File: config.mk
export PLATFORM = sky130hd
export DESIGN_NAME = pong_match_ctrl
export DESIGN_NICKNAME = d
export VERILOG_FILES = /design/src/rtl/pong_match_ctrl.sv
export SDC_FILE = /design/constraint.sdc
export NUM_CORES = 1
export LEC_CHECK = 0
export ABC_CLOCK_PERIOD_IN_PS = 2400
export BUFFER_PORTS_ARGS = -buffer_cell sky130_fd_sc_hd__clkbuf_2
export CELL_PAD_IN_SITES_DETAIL_PLACEMENT = 0
export CELL_PAD_IN_SITES_GLOBAL_PLACEMENT = 2
export CORE_AREA = 8 8 79 99
export CTS_BUF_LIST = sky130_fd_sc_hd__clkbuf_4 sky130_fd_sc_hd__clkbuf_8
export CTS_CLUSTER_SIZE = 16
export DETAILED_ROUTE_END_ITERATION = 8
export DIE_AREA = 0 0 87 107
export PLACE_DENSITY_LB_ADDON = 0.1
export SYNTH_ARGS = -nofsm -noshare
export SYNTH_HDL_FRONTEND = slang
export SYNTH_SLANG_ARGS = --single-unit
File: constraint.sdc
create_clock -name clk -period 2.4 [get_ports clk]
set_input_delay 0.24 -clock clk [delete_from_list [all_inputs] [get_ports clk]]
set_output_delay 0.24 -clock clk [all_outputs]
set_load 0.03 [all_outputs]
File: src/rtl/pong_match_ctrl.sv
// Match controller for a two-player pong game: score keeping, serve delay,
// pause handling and end-of-match hold, all outputs registered.
module pong_match_ctrl #(
   parameter int SCORE_W     = 4,
   parameter int WIN_SCORE   = 7,
   parameter int SERVE_TICKS = 200,
   parameter int OVER_TICKS  = 300
) (
   input  logic               clk,
   input  logic               rst,
   input  logic               tick,
   input  logic               start,
   input  logic               pause,
   input  logic               miss1,
   input  logic               miss2,
   input  logic               time_up,
   output logic [2:0]         state,
   output logic               stop,
   output logic               timer_run,
   output logic               ball_reset,
   output logic               serve_dir,
   output logic [SCORE_W-1:0] score1,
   output logic [SCORE_W-1:0] score2,
   output logic [1:0]         winner
);

   localparam int CNT_MAX = (SERVE_TICKS > OVER_TICKS) ? SERVE_TICKS : OVER_TICKS;
   localparam int CNT_W   = $clog2(CNT_MAX + 1);

   localparam logic [SCORE_W-1:0] SCORE_MAX = '1;
   localparam logic [SCORE_W-1:0] WIN       = SCORE_W'(WIN_SCORE);
   localparam logic [CNT_W-1:0]   SERVE_LD  = CNT_W'(SERVE_TICKS);
   localparam logic [CNT_W-1:0]   OVER_LD   = CNT_W'(OVER_TICKS);

   typedef enum logic [2:0] {
      IDLE   = 3'd0,
      PLAY   = 3'd1,
      SERVE  = 3'd2,
      PAUSED = 3'd3,
      OVER   = 3'd4
   } state_t;

   state_t             state_q, state_d;
   logic [CNT_W-1:0]   cnt_q, cnt_d;
   logic [SCORE_W-1:0] score1_q, score1_d, score2_q, score2_d;
   logic [1:0]         winner_q, winner_d;
   logic               dir_q, dir_d;
   logic               ball_q, ball_d;
   logic               stop_q, stop_d;
   logic               run_q, run_d;
   logic [SCORE_W-1:0] inc1, inc2;

   function automatic logic [SCORE_W-1:0] sat_inc(input logic [SCORE_W-1:0] s);
      return (s == SCORE_MAX) ? s : s + 1'b1;
   endfunction

   function automatic logic [1:0] resolve(input logic [SCORE_W-1:0] a,
                                          input logic [SCORE_W-1:0] b);
      if (a > b)      return 2'd1;
      else if (b > a) return 2'd2;
      else            return 2'd3;
   endfunction

   assign inc1 = sat_inc(score1_q);
   assign inc2 = sat_inc(score2_q);

   always_comb begin
      state_d  = state_q;
      cnt_d    = cnt_q;
      score1_d = score1_q;
      score2_d = score2_q;
      winner_d = winner_q;
      dir_d    = dir_q;
      ball_d   = 1'b0;

      if ((state_q == SERVE || state_q == OVER) && tick && cnt_q != '0)
         cnt_d = cnt_q - 1'b1;

      case (state_q)
         IDLE: begin
            score1_d = '0;
            score2_d = '0;
            winner_d = 2'd0;
            dir_d    = 1'b0;
            if (start) begin
               state_d = PLAY;
               ball_d  = 1'b1;
            end
         end
         PLAY: begin
            if (time_up) begin
               state_d  = OVER;
               winner_d = resolve(score1_q, score2_q);
               cnt_d    = OVER_LD;
            end else if (miss1 && miss2) begin
               state_d = SERVE;
               ball_d  = 1'b1;
               cnt_d   = SERVE_LD;
            end else if (miss1) begin
               score2_d = inc2;
               if (inc2 == WIN) begin
                  state_d  = OVER;
                  winner_d = 2'd2;
                  cnt_d    = OVER_LD;
               end else begin
                  state_d = SERVE;
                  dir_d   = 1'b0;
                  ball_d  = 1'b1;
                  cnt_d   = SERVE_LD;
               end
            end else if (miss2) begin
               score1_d = inc1;
               if (inc1 == WIN) begin
                  state_d  = OVER;
                  winner_d = 2'd1;
                  cnt_d    = OVER_LD;
               end else begin
                  state_d = SERVE;
                  dir_d   = 1'b1;
                  ball_d  = 1'b1;
                  cnt_d   = SERVE_LD;
               end
            end else if (pause) begin
               state_d = PAUSED;
            end
         end
         SERVE: begin
            if (time_up) begin
               state_d  = OVER;
               winner_d = resolve(score1_q, score2_q);
               cnt_d    = OVER_LD;
            end else if (cnt_q == '0 && start) begin
               state_d = PLAY;
            end
         end
         PAUSED: begin
            if (time_up) begin
               state_d  = OVER;
               winner_d = resolve(score1_q, score2_q);
               cnt_d    = OVER_LD;
            end else if (pause) begin
               state_d = PLAY;
            end
         end
         OVER: begin
            if (cnt_q == '0) begin
               state_d  = IDLE;
               score1_d = '0;
               score2_d = '0;
               winner_d = 2'd0;
               dir_d    = 1'b0;
            end
         end
         default: begin
            state_d  = IDLE;
            cnt_d    = '0;
            score1_d = '0;
            score2_d = '0;
            winner_d = 2'd0;
            dir_d    = 1'b0;
         end
      endcase

      // Motion/timer enables are registered from the next state so they track it exactly.
      stop_d = (state_d != PLAY);
      run_d  = (state_d == PLAY) || (state_d == SERVE);
   end

   always_ff @(posedge clk or negedge rst) begin
      if (!rst) begin
         state_q  <= IDLE;
         cnt_q    <= '0;
         score1_q <= '0;
         score2_q <= '0;
         winner_q <= 2'd0;
         dir_q    <= 1'b0;
         ball_q   <= 1'b0;
         stop_q   <= 1'b1;
         run_q    <= 1'b0;
      end else begin
         state_q  <= state_d;
         cnt_q    <= cnt_d;
         score1_q <= score1_d;
         score2_q <= score2_d;
         winner_q <= winner_d;
         dir_q    <= dir_d;
         ball_q   <= ball_d;
         stop_q   <= stop_d;
         run_q    <= run_d;
      end
   end

   assign state      = state_q;
   assign stop       = stop_q;
   assign timer_run  = run_q;
   assign ball_reset = ball_q;
   assign serve_dir  = dir_q;
   assign score1     = score1_q;
   assign score2     = score2_q;
   assign winner     = winner_q;

endmodule

==> reports/summary.md, run 1 <==
The HPWL after detailed placement is 4370 um. The maximum level of the CTS H-tree came out at 1. The via count of the routed design was 1748; the worst-case register-to-register setup slack was 0.11 ns. The tools report the final worst hold slack as -0.00568 ns.

After synthesis, the share of flip-flops with an asynchronous set or reset is 100%. For this run, the leading register cell type out of synthesis is sky130_fd_sc_hd__dfrtp_1. STA classifies the critical path endpoint as a flop. TritonCTS built the clock tree.

The tools report the setup violation total in the final timing report as 0. For this block, the routed nets add up to 5680 um of wire. The worst pin sits at a relative slew slack of 52.4%. The top-level port count was 25.

For the net count of the mapped netlist, the log shows 225. Timing would allow up to 436 MHz. After the first detailed-routing iteration, the DRC count stood at 48. The CTS buffer count came out at 3. By area the synthesized netlist is led by sky130_fd_sc_hd__dfrtp_1 (34%), sky130_fd_sc_hd__o21ai_0 (5.5%), sky130_fd_sc_hd__ha_1 (4.8%), sky130_fd_sc_hd__nor2_1 (4.1%), sky130_fd_sc_hd__xnor2_1 (3.4%).

The pin count of the biggest net entering global routing was 27. The clock input transition at the sequential cells of the worst setup and hold paths was 0.10 ns. The accumulated negative setup slack is 0 ns, and the mean number of vias per cell is 5.20. Buffers placed on the I/O ports in this run total 24. The synthesized design devotes to its leading area cell type 34.4% of total area. Cell area after synthesis: 0.00182 sq mm. The number of max-cap violations came out at 0. The die is 107 um tall.

In this run the mean area of a mapped cell was 8.65 sq um. The run finished, with violations left. Counting every sink on the clock net gives 26. The detail route stage leaves a number of antenna-violating nets equal to 0. The logs give 28.8% for the starting utilization of the core area and 0 for the initial antenna violation count.

For this design the ratio of total power to cell area is 1180 mW/mm^2. The logs give 0 for the total congestion overflow after global routing and 0 for the number of warnings issued by yosys. The number of instances in the synthesized netlist is 210.

Among all cell types in the netlist, the one instantiated most often is sky130_fd_sc_hd__dfrtp_1. After layout, the design draws a total of 0.00263 W. From left edge to right edge, the die measures 87 um. Global routing consumed, over all layers together, 12.3% of the routing resources.

The synthesized design contains 0 enable-type register cells. The via count of the first global-routing pass was 1843; the cell total after placement was 328. The buffer type at the clock tree root is sky130_fd_sc_hd__clkbuf_8.

The setup path with the least slack is of type flop to flop. By count the netlist is led by sky130_fd_sc_hd__dfrtp_1 (25), sky130_fd_sc_hd__nor2_1 (20), sky130_fd_sc_hd__o21ai_0 (20), sky130_fd_sc_hd__inv_1 (14), sky130_fd_sc_hd__nand2_1 (13). In this run the critical register-to-register path is launched from cnt_q[0].

For this run, design rule violations remaining after detail routing come to 0. The data arrival at the endpoint of the critical path came out at 2.46 ns. For the area enclosed by the die boundary, the log shows 0.00931 sq mm. The worst setup path is launched from a flop.

For the final database, setup skew stands at 0.00909 ns. For the pin with the worst max-slew slack, the measured transition is 0.714 ns. In this run, synthesis produced a sequential element count of 26.

The region available for standard cell placement spans 0.00632 sq mm. The first global-routing pass estimated 9250 um of wire. Traced cell by cell, the critical path runs through inv_1 -> ha_1 -> or3b_4 -> o311a_4 -> or2_4 -> a21o_1 -> mux2_4. In the final layout, the share of cells above drive strength 1 is 27.7%. Number of standard cells in the layout, taps in and fillers out: 336. The final reports fail on hold timing. The run gives 35.9% as the post-synthesis sequential area ratio.

The clock passes through at most 2 buffers. The final critical-path required period works out to 2.29 ns. In this run the critical register-to-register path is captured at score1[0]. After the last flow step, the layout net total stands at 265. The share of the clock period used by the worst path after layout came out at 95.5%.

The peak supply drop is 0.000541 V, and the number of rows in the core area is 33. The count of antenna diodes in the layout was 0; the reported leakage power was 0.998 nW. The area growth from synthesis to layout is 22.3%.

Setup repair after global routing left no endpoint under its margin. The pre-antenna-repair detailed-routing pass consisted of 4 iterations. In this run the worst hold path is classified as primary input to asynchronous set/reset pin. For the final weighted congestion in routability-driven placement, the log shows 0.829. The run gives 12 as the final-report hold violation count.

sky130_fd_sc_hd__dfrtp_1 takes more of the synthesized area than any other cell. The max-slew violation count was 0; the depth of the most critical reg-to-reg path was 7. Dividing the detail-routed wire length by the instance count gives 16.9 um. The tools report the count of distinct cell types in the synthesized netlist as 57. The delay contributed by the slowest stage of the critical path is 0.42 ns. STA puts the critical path data required time at 2.57 ns. The slowest stage of the critical path belongs to the cell sky130_fd_sc_hd__dfrtp_1. The later pin in the worst-skew pair is clocked with a latency of 0.27 ns. Of all nets on the critical path, the largest fanout is 6.
-- through the flow --
step | hold slack [ns] | setup WS (ns) | area, sq um | utilization, %
after floorplan | -0.0556 | 0.0672 | 1820 | -
after global placement | 0.312 | 0.0773 | 2120 | 33.6
after detailed placement | 0.326 | -0.0300 | 2120 | 33.6
after CTS | 0.0194 | 0.0118 | 2170 | 34.4
after global routing | 0.0572 | 0.0364 | 2220 | 35.2
final | -0.00568 | 0.109 | 2220 | 35.2
-- critical path, delay by kind of cell, from the launching register on --
family,cells,cell delay (ns)
and+or+nand+nor,2,0.70
AOI/OAI and AO/OA,2,0.54
DFF,1,0.42
muxes,1,0.26
adders and majority gates,1,0.19
buffers and inverters,1,0.07
-- metal layers --
metal  track usage (%)  share of wire [%]
met5                 0                  0
met4              2.59               0.51
met3              1.68                2.5
met2              23.0                 53
met1              14.4                 44
-- sequential cells by signal, indices dropped and copies added, names as in the netlist --
name and cells:
state 3, ball_reset 1, serve_dir 1, stop 1
winner 2, score2 4, score1 4, cnt_q 9
timer_run 1
-- cell families after synthesis --
| logic type | Yosys count | share of synthesized area [%] |
|---|---|---|
| adders and majority gates | 7 | 4.82 |
| DFF | 26 | 35.9 |
| buffers and inverters | 23 | 5.23 |
| muxes | 2 | 1.45 |
| and+or+nand+nor | 80 | 24.4 |
| xor gates and xnor gates | 9 | 4.34 |
| AOI/OAI and AO/OA | 63 | 23.9 |
-- report_power, final --
group          internal, W  leakage (nW)  total, W  switching [W]
combinational     0.000682         0.633   0.00166       0.000977
clock             0.000130        0.0262  0.000279       0.000149
sequential        0.000589         0.339  0.000688      0.0000990
-- cell usage in the layout (no fill, tap or decap), drive strengths merged, types with 3 or more instances in the layout --
cell type / synthesis / final
ha: 7 / 7
clkbuf: 7 / 28
a2bb2oi: 3 / 3
xnor2: 7 / 7
nand4: 3 / 3
dfrtp: 25 / 25
o22a: 3 / 3
a21oi: 10 / 10
o21ai: 20 / 20
nand2b: 6 / 6
inv: 14 / 14
buf: 2 / 20
or2: 4 / 4
nand2: 13 / 13
o31a: 3 / 3
nor3: 9 / 9
or3: 4 / 4
nor2: 20 / 20
a211oi: 3 / 3
nor4: 3 / 3
-- cell type report --
type	instances	area (sq um)
well taps	87	109
clock buffers	4	48.8
inverters	14	52.6
multi-input cells	161	1090
repair buffers	44	270
fillers	694	4100
flip-flops and latches	26	652
-- worst max path at each step --
stage / startpoint / to / cells past startpoint
floorplan: score1[0] / stop / 5
global placement: cnt_q[0] / score1[0] / 7
detailed placement: cnt_q[0] / score1[0] / 7
CTS: cnt_q[0] / score1[0] / 7
global route: cnt_q[0] / score1[0] / 7
finish: cnt_q[0] / score1[0] / 7
-- repair_timing --
action                     CTS  global route
gates resized for setup      1             4
setup endpoints to repair    1             5
gates cloned                 0             0
hold buffers                 0             0
buffers inserted             0             4
Power figures use the tool's default switching activity.
==> inputs of run 2 (changes only) <==
Settings changed: ABC_AREA set to 1, CORE_AREA 8 8 79 99 to 8 8 80 100, CTS_CLUSTER_DIAMETER set to 60, CTS_CLUSTER_SIZE 16 to unset, DIE_AREA 0 0 87 107 to 0 0 88 108.
==> run 2 against run 1 <==
  * The flow still finishes with violations (hold timing)
  * Cell area decreased by 3.2%
  * Critical path depth increased by 4
  * Synthesized area increased by 3.4%
  * Global-route usage decreased by 0.27 points
  * Power decreased by 4.5%
  * Clock-buffer cell count unchanged
  * Critical endpoint is now timer_run
==> reports/summary.md, run 2 <==
The growth of design area from synthesis to finish works out to 14.5%. The run finished, with violations left. The commonest cells after synthesis are sky130_fd_sc_hd__nand2_1 (72), sky130_fd_sc_hd__inv_1 (31), sky130_fd_sc_hd__nand3_1 (27), sky130_fd_sc_hd__dfrtp_1 (25), sky130_fd_sc_hd__nor2_1 (23).

Of the total power, the share spent switching nets is 52.4%. Summed over all nets, the switching power comes to 0.00131 W. Leaving out fill and tap cells, the most frequent cell in the layout is sky130_fd_sc_hd__nand2_1. In this run the clock root is driven by a sky130_fd_sc_hd__clkbuf_8. Of all flip-flops after synthesis, the portion carrying an async set or reset was 100%.

For this run the aggregate overflow at the end of global routing stands at 0. The number of instances in the synthesized netlist was 264; the count of distinct cell types in the synthesized netlist was 31. The final weighted congestion in routability-driven placement was 0.813; the number of warnings issued by yosys was 0. For the pin with the worst max-slew slack, the measured transition is 0.710 ns. Among all flip-flop cells after synthesis, the most frequent one is sky130_fd_sc_hd__dfrtp_1. The smallest clock period supported by the final layout is computed as 1.90 ns. The max-slew violation count was 0; the delay contributed by the slowest stage of the critical path was 0.47 ns. The mean number of vias per cell works out to 4.66. Summed over all layers, the routed wires come to 5310 um. Path type of the worst setup path: flop to flop.

The final-report hold violation count is 8, and the worst-case register-to-register setup slack is 0.50 ns. Buffers placed on the I/O ports in this run total 24. The initial antenna violation count was 0. For this design the top-level I/O count stands at 25.

Derived from the worst setup path, the maximum achievable clock frequency is 525 MHz. Yosys instantiated no cell more often than sky130_fd_sc_hd__nand2_1. The critical path goes through ha_1 -> nand2_1 -> inv_1 -> o21ai_1 -> nand2_1 -> o21bai_1 -> nand3_1 -> nand2_2 -> nand2_1 -> nand2_1 -> nand2_1. The sequential share of power was 29.0%; the number of resized instances in the post-cts repair step was 0. The cell at the slowest stage of the critical path was sky130_fd_sc_hd__dfrtp_1. The worst setup path is launched from a flop. Broken down by cell family, the worst path's largest delay share belongs to simple AND/OR/NAND/NOR gates.

The clock input transition at the sequential cells of the worst setup and hold paths works out to 0.10 ns. TritonCTS built the clock tree. Pin count of the biggest net entering global routing: 27. The checks that failed: hold timing. The die is 88 um wide. Setup repair after global routing left no endpoint under its margin. In this run the static leakage power is 1.09 nW.

The run gives 1 as the maximum level of the CTS H-tree. For the data arrival at the endpoint of the critical path, the log shows 2.08 ns. The first global-routing pass estimated 9100 um of wire. Timing analysis after detailed placement gives a worst setup slack of 0.507 ns. The share of post-route cells with drive strength above 1 was 18.9%; the placed wire-length estimate after detailed placement was 4290 um.

The run gives -0.00608 ns as the final worst hold slack. The capturing element type of the critical path is a flop. By instance count, the cell type seen most on the critical path is sky130_fd_sc_hd__nand2_1. In the final routed layout, each cell accounts on average for 14.0 um. In this run, synthesis produced a sequential element count of 26. Once routing completed, OpenROAD measured the worst setup slack at 0.495 ns. The floorplan step defined a die boundary enclosing 0.00950 sq mm. Post-synthesis sequential area ratio: 34.7%.

In this run the worst path has a maximum fanout of 6. Synthesis produced a netlist with a net count of 279. For the starting utilization of the core area, the log shows 29.3%.

The hold buffer count at CTS came out at 0. For this run, design rule violations remaining after detail routing come to 0. Residual antenna-violating net count after detailed routing: 0. The clock reaches the later pin of the worst-skew pair after 0.28 ns. For this block, the initial DRC count from the detailed router was 51.

The routed layout has 1762 vias. The clock network power share is 12.1%. Worst hold path class: primary input to asynchronous set/reset pin.

The cell area after synthesis is 0.00188 sq mm. Post-CTS timing repair inserted 0 buffers for setup. In this run the biggest area consumer among cell types represents 33.3% of the synthesized area.

The depth of the most critical reg-to-reg path is 11, and the number of max-cap violations is 0. Ranked by total cell area, the synthesized netlist is headed by sky130_fd_sc_hd__dfrtp_1 (33%), sky130_fd_sc_hd__nand2_1 (14%), sky130_fd_sc_hd__nand3_1 (7.2%), sky130_fd_sc_hd__inv_1 (6.2%), sky130_fd_sc_hd__ha_1 (4.7%). The number of buffers and inverters on the critical path is 1. The tools report the global router's overall resource usage as 12.1%. The library cells used most frequently in the layout, excluding fill and tap cells, are sky130_fd_sc_hd__nand2_1 (72), sky130_fd_sc_hd__inv_1 (31), sky130_fd_sc_hd__nand3_1 (27), sky130_fd_sc_hd__dfrtp_1 (25), sky130_fd_sc_hd__clkbuf_2 (24). The worst pin sits at a relative slew slack of 52.7%. In this run the mean area of a mapped cell was 7.11 sq um. The CTS buffer count was 3. The worst-case IR drop observed on VDD is 0.000357 V. The floorplan step set the die height to 108 um. The power density relative to cell area is 1170 mW/mm^2. The cell accounting for the most synthesized area was sky130_fd_sc_hd__dfrtp_1. At the worst endpoint, the required time is 2.57 ns.

No sink is reached through more buffers than the 2 on the longest clock path. For the via count of the first global-routing pass, the log shows 1933. Internal power comes to 0.00119 W.

Setup total negative slack on the finished layout was measured at 0 ns. The placeable core region was 0.00640 sq mm. The register with the most flip-flops in the layout has 9 of them.

The first detailed-routing pass took 4 iterations. Setup violations remaining at the end of the flow were counted as 0. In the final design database the tool counted 307 nets. The register bank with the most flops is cnt_q.

The number of flops mapped to enable cells by yosys is 0. After layout, the worst path uses 79.4% of the clock period. The tools report the number of fill cells as 727. The repair_antennas step left the layout with diodes totalling 0. The clock drives 26 sinks. Combinational logic burns 58.9% of the power. For the number of rows in the core area, the log shows 33. The critical path depth in cells came out at 11. The tools report the setup clock skew after layout as 0.00469 ns.
## run 2: changes by cell type after synthesis, moves of 4 or more
cell                       delta
sky130_fd_sc_hd__o21ai_1      +6
sky130_fd_sc_hd__nand2b_1     -6
sky130_fd_sc_hd__nand3_1     +26
sky130_fd_sc_hd__clkbuf_1     -7
sky130_fd_sc_hd__o21ai_0      -9
sky130_fd_sc_hd__inv_1       +17
sky130_fd_sc_hd__nor3_1       -4
sky130_fd_sc_hd__nor2_4       +4
sky130_fd_sc_hd__xnor2_1      -7
sky130_fd_sc_hd__nand2_1     +59
sky130_fd_sc_hd__nor2_2       +4
sky130_fd_sc_hd__nand2_2      +6
## run 2: path summary, 6_finish.rpt
path | end | startpoint
max | timer_run | score2[1]
min | score1[2] | rst
max reg2reg | timer_run | score2[1]
min reg2reg | cnt_q[0] | cnt_q[0]
max in group asynchronous | state[1] | rst
min in group clk | ball_reset | start
## run 2: area by class of cell
type	count	area [sq um]	area share (%)
Multi-Input combinational cell	202	1070	50.0
Inverter	34	133	6.17
Timing Repair Buffer	25	128	5.93
Sequential cell	26	652	30.3
Tap cell	87	109	5.06
Clock buffer	4	55.1	2.56
## run 2: logic make-up after synthesis
family                     share of synthesized area, %
xor gates and xnor gates                           1.40
and+or+nand+nor                                    38.2
DFF                                                34.7
buffers and inverters                              8.06
adders and majority gates                          4.66
AOI/OAI and AO/OA                                  13.0
## run 2: layer usage
layer / wire [um] / track usage (%)
met1: 2340 / 13.6
met2: 2720 / 22.0
met3: 160 / 1.75
met4: 82 / 4.56
met5: 0 / 0
## run 2: stage by stage
stage	area [sq um]	instances	utilization (%)	total power, W
2_1_floorplan	1880	264	-	0.00184
6_report	2150	378	33.6	0.00251
3_3_place_gp	2100	374	32.7	0.00226
3_5_place_dp	2100	374	32.7	0.00224
5_1_grt	2150	378	33.6	0.00275
4_1_cts	2150	378	33.6	0.00255
## run 2: power groups by stage
| stage | Clock [W] | Sequential [W] | Combinational (W) |
|---|---|---|---|
| finish | 0.000303 | 0.000727 | 0.00148 |
| global route | 0.000328 | 0.000749 | 0.00167 |
| CTS | 0.000316 | 0.000728 | 0.00151 |
| detailed placement | 0 | 0.000736 | 0.00150 |
| global placement | 0 | 0.000742 | 0.00152 |
| floorplan | 0 | 0.000859 | 0.000977 |
